**src/rtl/frame_render_scheduler_if.sv**
```systemverilog
// Handshake bundle between the frame render scheduler, the VGA timing
// generator and the render engine. The slave modport is the scheduler's
// view; the master modport is the view of whatever drives it.
interface frame_render_scheduler_if;
    logic enable;
    logic endframe;
    logic newframe;
    logic render_done;
    logic render_start;
    logic render_abort;
    logic render_busy;
    logic front_buf;
    logic back_buf;
    logic swap;
    logic overrun;

    modport master (
        output enable, endframe, newframe, render_done,
        input  render_start, render_abort, render_busy,
               front_buf, back_buf, swap, overrun
    );

    modport slave (
        input  enable, endframe, newframe, render_done,
        output render_start, render_abort, render_busy,
               front_buf, back_buf, swap, overrun
    );
endinterface

```
**src/rtl/frame_render_scheduler.sv**
```systemverilog
// Per-frame sequencer between the 640x480 VGA timing generator and the
// render engine. Starts a render at each endframe, polices the render
// deadline and owns the front/back framebuffer select so that scanout
// only ever changes buffers during vblank.
//
// Optional feature: define STATS_EN to get a wrapping frame counter and a
// saturating overrun counter. Without it both count ports are tied to 0
// and no counter flops exist.
module frame_render_scheduler #(
    parameter int DOUBLE_BUF  = 1,
    parameter int FRAME_CNT_W = 16,
    parameter int OVR_CNT_W   = 8
) (
    input  logic                   clk,
    input  logic                   reset,
    frame_render_scheduler_if.slave bus,
    output logic [FRAME_CNT_W-1:0] frame_cnt,
    output logic [OVR_CNT_W-1:0]   overrun_cnt
);

    localparam bit DB = (DOUBLE_BUF != 0);

    typedef enum logic [1:0] {
        IDLE   = 2'd0,
        ARMED  = 2'd1,
        RENDER = 2'd2,
        READY  = 2'd3
    } state_t;

    state_t state;

    logic deadline;
    logic done_evt;
    logic ovr_evt;
    logic swap_evt;

    // Decode this cycle's events: done only counts while rendering, a
    // deadline without done is an overrun, and a swap happens at endframe
    // either from READY or when done arrives together with the endframe.
    always_comb begin
        deadline = DB ? bus.endframe : bus.newframe;
        done_evt = (state == RENDER) && bus.render_done;
        ovr_evt  = (state == RENDER) && !bus.render_done && deadline;
        swap_evt = DB && bus.endframe && ((state == READY) || done_evt);
    end

    // Scanout reads the front buffer; the renderer writes the other one,
    // or the same one when running single-buffered.
    assign bus.back_buf = DB ? ~bus.front_buf : bus.front_buf;

    // Scheduler state machine with all outputs registered, so every pulse
    // lands one cycle after the input that caused it.
    always_ff @(posedge clk) begin
        if (reset) begin
            state            <= IDLE;
            bus.render_start <= 1'b0;
            bus.render_abort <= 1'b0;
            bus.render_busy  <= 1'b0;
            bus.front_buf    <= 1'b0;
            bus.swap         <= 1'b0;
            bus.overrun      <= 1'b0;
        end else begin
            bus.render_start <= 1'b0;
            bus.render_abort <= 1'b0;
            bus.swap         <= 1'b0;
            bus.overrun      <= 1'b0;
            case (state)
                IDLE: begin
                    if (bus.enable)
                        state <= ARMED;
                end
                ARMED: begin
                    if (!bus.enable) begin
                        state <= IDLE;
                    end else if (bus.endframe) begin
                        bus.render_start <= 1'b1;
                        bus.render_busy  <= 1'b1;
                        state            <= RENDER;
                    end
                end
                RENDER: begin
                    if (bus.render_done) begin
                        bus.render_busy <= 1'b0;
                        if (!DB) begin
                            state <= ARMED;
                        end else if (swap_evt) begin
                            bus.front_buf <= ~bus.front_buf;
                            bus.swap      <= 1'b1;
                            if (bus.enable) begin
                                bus.render_start <= 1'b1;
                                bus.render_busy  <= 1'b1;
                                state            <= RENDER;
                            end else begin
                                state <= IDLE;
                            end
                        end else begin
                            state <= READY;
                        end
                    end else if (ovr_evt) begin
                        bus.overrun <= 1'b1;
                        if (!DB) begin
                            bus.render_abort <= 1'b1;
                            bus.render_busy  <= 1'b0;
                            state            <= ARMED;
                        end
                    end
                end
                READY: begin
                    if (bus.endframe) begin
                        bus.front_buf <= ~bus.front_buf;
                        bus.swap      <= 1'b1;
                        if (bus.enable) begin
                            bus.render_start <= 1'b1;
                            bus.render_busy  <= 1'b1;
                            state            <= RENDER;
                        end else begin
                            state <= IDLE;
                        end
                    end
                end
                default: state <= IDLE;
            endcase
        end
    end

`ifdef STATS_EN
    logic frame_evt;

    assign frame_evt = DB ? swap_evt : done_evt;

    // Frame counter wraps; the overrun counter sticks at all-ones so a
    // long-running overload is still visible.
    always_ff @(posedge clk) begin
        if (reset) begin
            frame_cnt   <= '0;
            overrun_cnt <= '0;
        end else begin
            if (frame_evt)
                frame_cnt <= frame_cnt + FRAME_CNT_W'(1);
            if (ovr_evt && (overrun_cnt != {OVR_CNT_W{1'b1}}))
                overrun_cnt <= overrun_cnt + OVR_CNT_W'(1);
        end
    end
`else
    assign frame_cnt   = '0;
    assign overrun_cnt = '0;
`endif

endmodule

```
**src/flat_wrapper.sv**
```systemverilog
// flat-port wrapper written by rule: the top's interface ports become plain ports
module frame_render_scheduler_flat 
#(
    parameter int DOUBLE_BUF  = 1,
    parameter int FRAME_CNT_W = 16,
    parameter int OVR_CNT_W   = 8
)
  (clk, reset, frame_cnt, overrun_cnt, bus_enable, bus_endframe, bus_newframe, bus_render_done, bus_render_start, bus_render_abort, bus_render_busy, bus_front_buf, bus_back_buf, bus_swap, bus_overrun);
  frame_render_scheduler_if bus_i ();
  input  logic clk;
  input  logic reset;
  output logic [FRAME_CNT_W-1:0] frame_cnt;
  output logic [OVR_CNT_W-1:0] overrun_cnt;
  input wire logic [$bits(bus_i.enable)-1:0] bus_enable;
  input wire logic [$bits(bus_i.endframe)-1:0] bus_endframe;
  input wire logic [$bits(bus_i.newframe)-1:0] bus_newframe;
  input wire logic [$bits(bus_i.render_done)-1:0] bus_render_done;
  output wire logic [$bits(bus_i.render_start)-1:0] bus_render_start;
  output wire logic [$bits(bus_i.render_abort)-1:0] bus_render_abort;
  output wire logic [$bits(bus_i.render_busy)-1:0] bus_render_busy;
  output wire logic [$bits(bus_i.front_buf)-1:0] bus_front_buf;
  output wire logic [$bits(bus_i.back_buf)-1:0] bus_back_buf;
  output wire logic [$bits(bus_i.swap)-1:0] bus_swap;
  output wire logic [$bits(bus_i.overrun)-1:0] bus_overrun;
  assign bus_i.enable = bus_enable;
  assign bus_i.endframe = bus_endframe;
  assign bus_i.newframe = bus_newframe;
  assign bus_i.render_done = bus_render_done;
  assign bus_render_start = bus_i.render_start;
  assign bus_render_abort = bus_i.render_abort;
  assign bus_render_busy = bus_i.render_busy;
  assign bus_front_buf = bus_i.front_buf;
  assign bus_back_buf = bus_i.back_buf;
  assign bus_swap = bus_i.swap;
  assign bus_overrun = bus_i.overrun;
  frame_render_scheduler #(.DOUBLE_BUF(DOUBLE_BUF), .FRAME_CNT_W(FRAME_CNT_W), .OVR_CNT_W(OVR_CNT_W)) u_core (.clk(clk), .reset(reset), .bus(bus_i), .frame_cnt(frame_cnt), .overrun_cnt(overrun_cnt));
endmodule
```
**config.mk**
```make
export PLATFORM = sky130hd
export DESIGN_NAME = frame_render_scheduler_flat
export DESIGN_NICKNAME = d
export VERILOG_FILES = /design/src/rtl/frame_render_scheduler_if.sv /design/src/rtl/frame_render_scheduler.sv /design/src/flat_wrapper.sv
export SDC_FILE = /design/constraint.sdc
export NUM_CORES = 1
export LEC_CHECK = 0
export BUFFER_PORTS_ARGS = -buffer_cell sky130_fd_sc_hd__clkbuf_2
export CAP_MARGIN = 20
export CORE_AREA = 2 2 39 41
export DETAILED_ROUTE_END_ITERATION = 7
export DIE_AREA = 0 0 41 43
export GPL_TIMING_DRIVEN = 0
export PLACE_DENSITY_LB_ADDON = 0.2
export SLEW_MARGIN = 30
export SYNTH_ARGS = -nofsm -noshare
export SYNTH_HDL_FRONTEND = slang
export SYNTH_SLANG_ARGS = --single-unit
```
**constraint.sdc**
```tcl
create_clock -name clk -period 2.67 [get_ports clk]
set_clock_uncertainty 0.05 [all_clocks]
set_input_delay 0.534 -clock clk [delete_from_list [all_inputs] [get_ports clk]]
set_output_delay 0.534 -clock clk [all_outputs]
set_load 0.01 [all_outputs]
```
# After elaboration in Yosys (flattened, before gate mapping)
# Index checks and enable logic that the tools add are counted.
# totals
inputBits,6
output_inout_bits,31
register_bits,7
wordCells,61
# op_classes
eq_ne,11
n_bitwise,2
n_mux,29
n_reduce_logical,13
# op_table
op,n
1-bit two-way mux,17
2-bit two-way mux,7
"2-bit != test, second input constant",6
2-bit one-hot mux with 4 select lines,1
4-bit AND reduction,2
1-bit one-hot mux with 3 select lines,2
6-bit AND reduction,1
"2-bit == test, second input constant",2
1-bit logical AND,4
1-bit one-hot mux with 2 select lines,2
"3-bit != test, second input constant",1
3-bit nonzero test,1
3-bit OR reduction,1
"2-bit by 1-bit == test with 1-bit output, second input constant",1
2-bit logical NOT,1
"2-bit by 1-bit != test with 1-bit output, second input constant",1
1-bit NOT,2
2-bit nonzero test,1
1-bit logical NOT,1
1-bit logical OR,1

# Longest topological paths before layout
# Gate-level depths: netlist (run 1).
# logic_depth
ltp_word,7
depth_mapped,3
depth_no_buf,3

# Worst setup path before layout (run 1)
# No wires, ideal clock.
# synth_timing
path_type,input port to flip-flop
start,in bus_endframe
end,reg u_core.bus.front_buf
setup_ps,70
stages,3
t_arrival_ps,1021
path_buffers,0
slack_ps,1529
required_time_ps,2550
path_cell_list,nand2_1 > or3_1 > a21oi_1
# synth_via
elab_chain_cells,3
elab_cells_between_ends,4
cone_classes,eq/ne: 2; reduce/logical: 2
# synth_rtl
element,line_no,rtl
start: declaration,flat_wrapper.sv:15,input wire logic [$bits(bus_i.endframe)-1:0] bus_endframe;
1-bit logical AND,frame_render_scheduler.sv:44,swap_evt = DB && bus.endframe && ((state == READY) || done_evt);
2-bit by 1-bit != test with 1-bit output (no source line),--,
4-bit AND reduction (no source line) (*),--,
end signal: assignment,frame_render_scheduler.sv:87,bus.front_buf <= ~bus.front_buf;
end signal: assignment,frame_render_scheduler.sv:110,bus.front_buf <= ~bus.front_buf;
end: declaration,frame_render_scheduler_if.sv:26,"front_buf, back_buf, swap, overrun"
# Mark *: on every way between the ends. The rest lies on a longest branch, timed or not.
# A chain may end at the register's enable or synchronous reset.

# Final worst setup path (run 1)
# layout_timing
start,reg u_core.bus.front_buf
end,out bus_back_buf
# layout_via
elab_chain_cells,1
# layout_rtl
element,line_no,rtl
1-bit NOT,frame_render_scheduler.sv:49,assign bus.back_buf = DB ? ~bus.front_buf : bus.front_buf;
end: declaration,flat_wrapper.sv:22,output wire logic [$bits(bus_i.back_buf)-1:0] bus_back_buf;
# Every way passes these cells.

==> results of run 1 <==
-- area by class of cell --
| type | instances | area (sq um) | area share |
|---|---|---|---|
| plain buffers | 25 | 188 | 0.291 |
| clock buffers | 4 | 26.3 | 0.0408 |
| inverters | 2 | 7.51 | 0.0117 |
| multi-input cells | 45 | 213 | 0.330 |
| flip-flops and latches | 7 | 140 | 0.217 |
| well taps | 16 | 20.0 | 0.0311 |
| repair buffers | 10 | 50.0 | 0.0777 |
-- per-stage QoR --
| step | util | instances | total power [W] | setup slack, ns |
|---|---|---|---|---|
| 2_1_floorplan | - | 79 | 0.000167 | 1.53 |
| 3_3_place_gp | 0.447 | 105 | 0.000176 | 1.34 |
| 3_5_place_dp | 0.447 | 105 | 0.000177 | 1.32 |
| 4_1_cts | 0.466 | 109 | 0.000272 | 1.30 |
| 5_1_grt | 0.466 | 109 | 0.000291 | 1.27 |
| 6_report | 0.466 | 109 | 0.000272 | 1.31 |
-- report_power, final --
part           internal [W]   total, W  switching, W
Sequential         0.000108   0.000112    0.00000409
Combinational     0.0000329  0.0000640     0.0000312
Clock             0.0000570  0.0000956     0.0000386
Total              0.000198   0.000272     0.0000738
-- flip-flops by register name, indices dropped and copies added (netlist names) --
| signal | flops |
|---|---|
| u_core.bus.front_buf | 1 |
| u_core.bus.overrun | 1 |
| u_core.bus.render_busy | 1 |
| u_core.bus.render_start | 1 |
| u_core.bus.swap | 1 |
| u_core.state | 2 |
-- how the worst max path moves through the flow --
stage	startpoint	endpoint	slack, ns
4_1_cts	u_core.bus.front_buf$_SDFFE_PP0P_	bus_back_buf	1.30
6_report	u_core.bus.front_buf$_SDFFE_PP0P_	bus_back_buf	1.31
3_3_place_gp	bus_endframe	u_core.bus.front_buf$_SDFFE_PP0P_	1.34
5_1_grt	u_core.bus.front_buf$_SDFFE_PP0P_	bus_back_buf	1.27
2_1_floorplan	bus_endframe	u_core.bus.front_buf$_SDFFE_PP0P_	1.53
3_5_place_dp	bus_endframe	u_core.bus.front_buf$_SDFFE_PP0P_	1.32
-- layer usage --
| layer | global-route usage | wire (um) | vias to the layer above | part of all wire |
|---|---|---|---|---|
| li1 | - | - | 208 | - |
| met1 | 0.112 | 300 | 144 | 0.42 |
| met2 | 0.134 | 351 | 20 | 0.49 |
| met3 | 0.0471 | 62 | 0 | 0.087 |
| met4 | 0.0400 | 0 | 0 | 0 |
| met5 | 0 | 0 | - | 0 |
-- critical path, delay by kind of cell (launching register included) --
kind                   cells  cell delay, ns
buffers and inverters      2            0.17
DFF                        1            0.36
-- cell families after synthesis --
group | Yosys count | synth area share
flops | 7 | 0.306
buf+inv | 27 | 0.426
simple gates | 9 | 0.0956
other cells | 1 | 0.00819
compound gates | 11 | 0.164
-- layout by cell type (no fill, tap or decap), types with 2 or more instances in the layout --
cell type	count
nor2_1	2
inv_1	2
clkbuf_4	3
a211oi_1	2
clkbuf_2	10
nand2_1	2
o21ai_0	3
a21oi_1	2
conb_1	25
buf_4	25
dfxtp_1	7
a21o_2	2
==> run metrics, run 1 <==
Max VDD drop 0.217 mV; post-layout net count 100; top-level I/O count 37; die width about 41 um; #FFs+latches synth 7; pwr dens 422 nW/um^2; total track usage 0.0933; Hold Path Stages 2; Worst Path Required 2.09 ns; status finished, final reports clean; Pleak 0.376 nW; CP Cell Sequence inv_1 -> clkbuf_2; DRC errors left 0; design area between 600 and 700 sq um; Detailed Route WL 714 um; CP startpoint kind register; unrepaired setup endpoints after global routing no; Post-Synthesis Cells 55; initial detailed-routing violation count 10; cell with the most instances after synthesis buf_4; core area approximately 1400 sq um; area leader, netlist buf_4; Synth top area share 0.410; reg2reg setup slack 1.55 ns; Tmin final around 1.4 ns; FF-to-FF Start u_core.state[1]$_SDFFE_PP0P_; die area 1760 sq um; Chip Height between 40 and 50 um; Netlist cell types 17; setup bufs post-CTS 0; Final Hold Viols 0; Primary FF master, synth dfxtp_1; Yosys warnings 0; DRT antenna net count 0; CP Class reg2out; synth top area cells buf_4, dfxtp_1, a21o_2, o21ai_0, a211oi_1; largest net degree at the start of global routing 8; Post-Syn Area 458 sq um; global-route wire length before repair between 1 and 1.5 mm; fill count 157; DP Area slightly above 600 sq um; Synth top cells by count buf_4, dfxtp_1, o21ai_0; vias post-DR 372; CTS Sinks 7; clk slew on worst S/H paths 0.05 ns; global placement routability congestion 0.673; number of global-route vias before repair 289; Initial Util 0.331; antenna violations before repair 0; layout cells sized above 1 0.441; crit share post-route 0.511; ys async rst share 0; Root Driver clkbuf_4; crit path max-delay cell type dfxtp_1; Setup TNS 0 ns; achievable frequency 0.734 GHz; Hold EP u_core.bus.render_busy$_SDFFE_PP0P_; Slew Viols, Final 0; RR Endpoint u_core.bus.front_buf$_SDFFE_PP0P_; total gr overflow 0; clock tree buffer depth 2; EDFF count, synth 0; Critical Path AT between 0.7 and 0.8 ns; Worst setup EP type primary output; CTS Buf Count 3; hold_buf cts 0; hold slack approximately 0.41 ns; syn avg cell area around 8.3 sq um; Seq/Total Area, Yosys 0.306; drt via density between 3 and 4; Worst Hold Class reg2reg; area growth from synthesis to final layout 40.7%; CP peak stage delay 0.36 ns; row count 14; # diodes 0; Wirelength per Cell 6.55 um; Initial DRT Pass Iterations 4; TritonCTS clock tree built; final setup fails 0; htree depth 1; DP HPWL 597 um; post-cts gate resize count 0; worst-path maximum fanout 4; R2R depth 3; hold_sp u_core.bus.render_busy$_SDFFE_PP0P_; Max Cap Viol 0; # port buffers 10; worst-skew pair later-pin latency 0.25 ns
No activity file was read; power rests on OpenSTA's default activity.
==> run 2: changes to the inputs <==
CORE_AREA = not set   (was 2 2 39 41)
CORE_UTILIZATION = 33   (was not set)
DIE_AREA = not set   (was 0 0 41 43)
clock period = 1.2 ns   (was 2.67 ns; I/O delays follow)
==> run metrics, run 2 (synthesis results as in run 1) <==
clock tree buffer depth 2 (unchanged); register with the most flip-flops u_core.state; setup bufs post-CTS 0 (unchanged); share of power burned in the clock network 0.367 (+0.016); Setup TNS 0 ns (unchanged); Pwr Total 0.000623 W (+130%); fin cells 108 (-0.92%); Seq pwr share 0.402 (-0.011); internal power 0.000442 W (+120%); top-level I/O count 37 (unchanged); met3 WL 111 um (+79%); final setup fails 0 (unchanged); DRC errors left 0 (unchanged); CP Cell Sequence inv_1 -> clkbuf_2; post-layout net count 100 (unchanged); unrepaired setup endpoints after global routing no; worst-path maximum fanout 4 (unchanged); CP startpoint kind register; layout cells sized above 1 0.462 (+0.0215); DP Area 617 sq um (-0.20%); worst-skew pair later-pin latency 0.26 ns (about the same); Comb power frac 0.231 (-0.005); total gr overflow 0 (unchanged); htree depth 1 (unchanged); achievable frequency 0.941 GHz; DRT antenna net count 0 (unchanged); Critical Path AT 0.77 ns (about the same); most frequent cells in the layout buf_4, conb_1, clkbuf_2, dfxtp_1; Max VDD drop 0.330 mV (+52%); crit path max-delay cell type dfxtp_1; post-cts gate resize count 0 (unchanged); DR WL met2 354 um (+0.85%); max reg flops 2 (unchanged); CP Class reg2out; Wirelength per Cell 7.21 um (+10%); CTS Buf Count 3 (unchanged); core area 1300 sq um (-6.0%); DP Cell Count 104 (-0.95%); row count 13 (-1); # port buffers 10 (unchanged); top sig layer met4; vias post-DR 391 (+5.1%); clk slew on worst S/H paths 0.06 ns (about the same); DP HPWL 605 um (+1.3%); met1 WL 288 um (-4.0%); Final Hold Viols 0 (unchanged); Worst Path Required 0.91 ns (-1.18 ns); Net Sw Frac 0.290 (+0.0182); design area 646 sq um (+0.19%); Pleak 0.377 nW (+0.20%); pwr dens 965 nW/um^2 (+130%); die width 39.3 um (-4.3%); worst setup margin 0.137 ns (-1.17 ns); TritonCTS clock tree built; global placement routability congestion 0.669 (-0.58%); Worst Hold Class in2reg; Place WS 0.0740 ns (-1.24 ns); Root Driver clkbuf_4; drt via density 3.62 (+6.1%); total track usage 0.108 (+0.0144); Initial Util 0.352 (+0.0210); CTS Sinks 7 (unchanged); Detailed Route WL 779 um (+9.1%); P_sw 0.000180 W (+140%); status finished, final reports clean; antenna violations before repair 0 (unchanged); Tmin final between 1 and 1.5 ns; crit share post-route 0.885; initial detailed-routing violation count 2 (-8); number of global-route vias before repair 261 (-9.7%); CP peak stage delay 0.35 ns (about the same); Initial DRT Pass Iterations 3 (-1); # diodes 0 (unchanged); hold_buf cts 0 (unchanged); Max Cap Viol 0 (unchanged); die area 1540 sq um (-13%); Chip Height 39.3 um (-8.7%); largest net degree at the start of global routing 8 (unchanged); global-route wire length before repair 1.00 mm (-9.9%); fill count 127 (-19%); Worst setup EP type primary output; area growth from synthesis to final layout 41.0%; Slew Viols, Final 0 (unchanged)
-- run 2: cell counts in the layout (fill, tap and decap cells not counted) --
Identical to the previous run, type by type.
-- run 2: cell type report --
type,count,area (sq um),area share
sequential,7,143,0.221
multi-input combinational,45,213,0.329
tap,15,18.8,0.0291
inverter,2,7.51,0.0116
timing repair buffer,10,50.0,0.0775
clock buffer,4,26.3,0.0407
buffer,25,188,0.291
-- run 2: worst paths after layout --
check	from	end	slack (ns)	depth (start not counted)
worst max-delay path	u_core.bus.front_buf$_SDFFE_PP0P_	bus_back_buf	0.14	2
worst min register to register	u_core.bus.render_busy$_SDFFE_PP0P_	u_core.bus.render_busy$_SDFFE_PP0P_	0.41	2
worst max register to register	u_core.state[1]$_SDFFE_PP0P_	u_core.bus.front_buf$_SDFFE_PP0P_	0.14	3
worst min-delay path	bus_render_done	u_core.bus.overrun$_SDFF_PP0_	0.18	2
-- run 2: worst max-delay path, delay by kind of cell (launching register included) --
kind,cells,cell delay (ns)
buffers and inverters,2,0.17
DFF,1,0.35
-- run 2: per-stage QoR --
stage                      util  hold slack, ns
after floorplan               -           0.259
after global placement    0.474           0.398
after detailed placement  0.474           0.403
after CTS                 0.494           0.170
after global routing      0.496           0.177
final                     0.496           0.184
-- run 2: per-layer routing --
layer	up-vias	global-route usage
met1	154	0.0853
met4	0	0.129
met5	-	0
met3	3	0.0341
met2	24	0.188
li1	210	-
-- run 2: power groups by stage --
stage,sequential [W],combinational [W],clock [W]
3_5_place_dp,0.000255,0.000139,0
4_1_cts,0.000249,0.000140,0.000236
6_report,0.000251,0.000144,0.000229
2_1_floorplan,0.000255,0.000116,0
5_1_grt,0.000252,0.000159,0.000249
3_3_place_gp,0.000254,0.000139,0
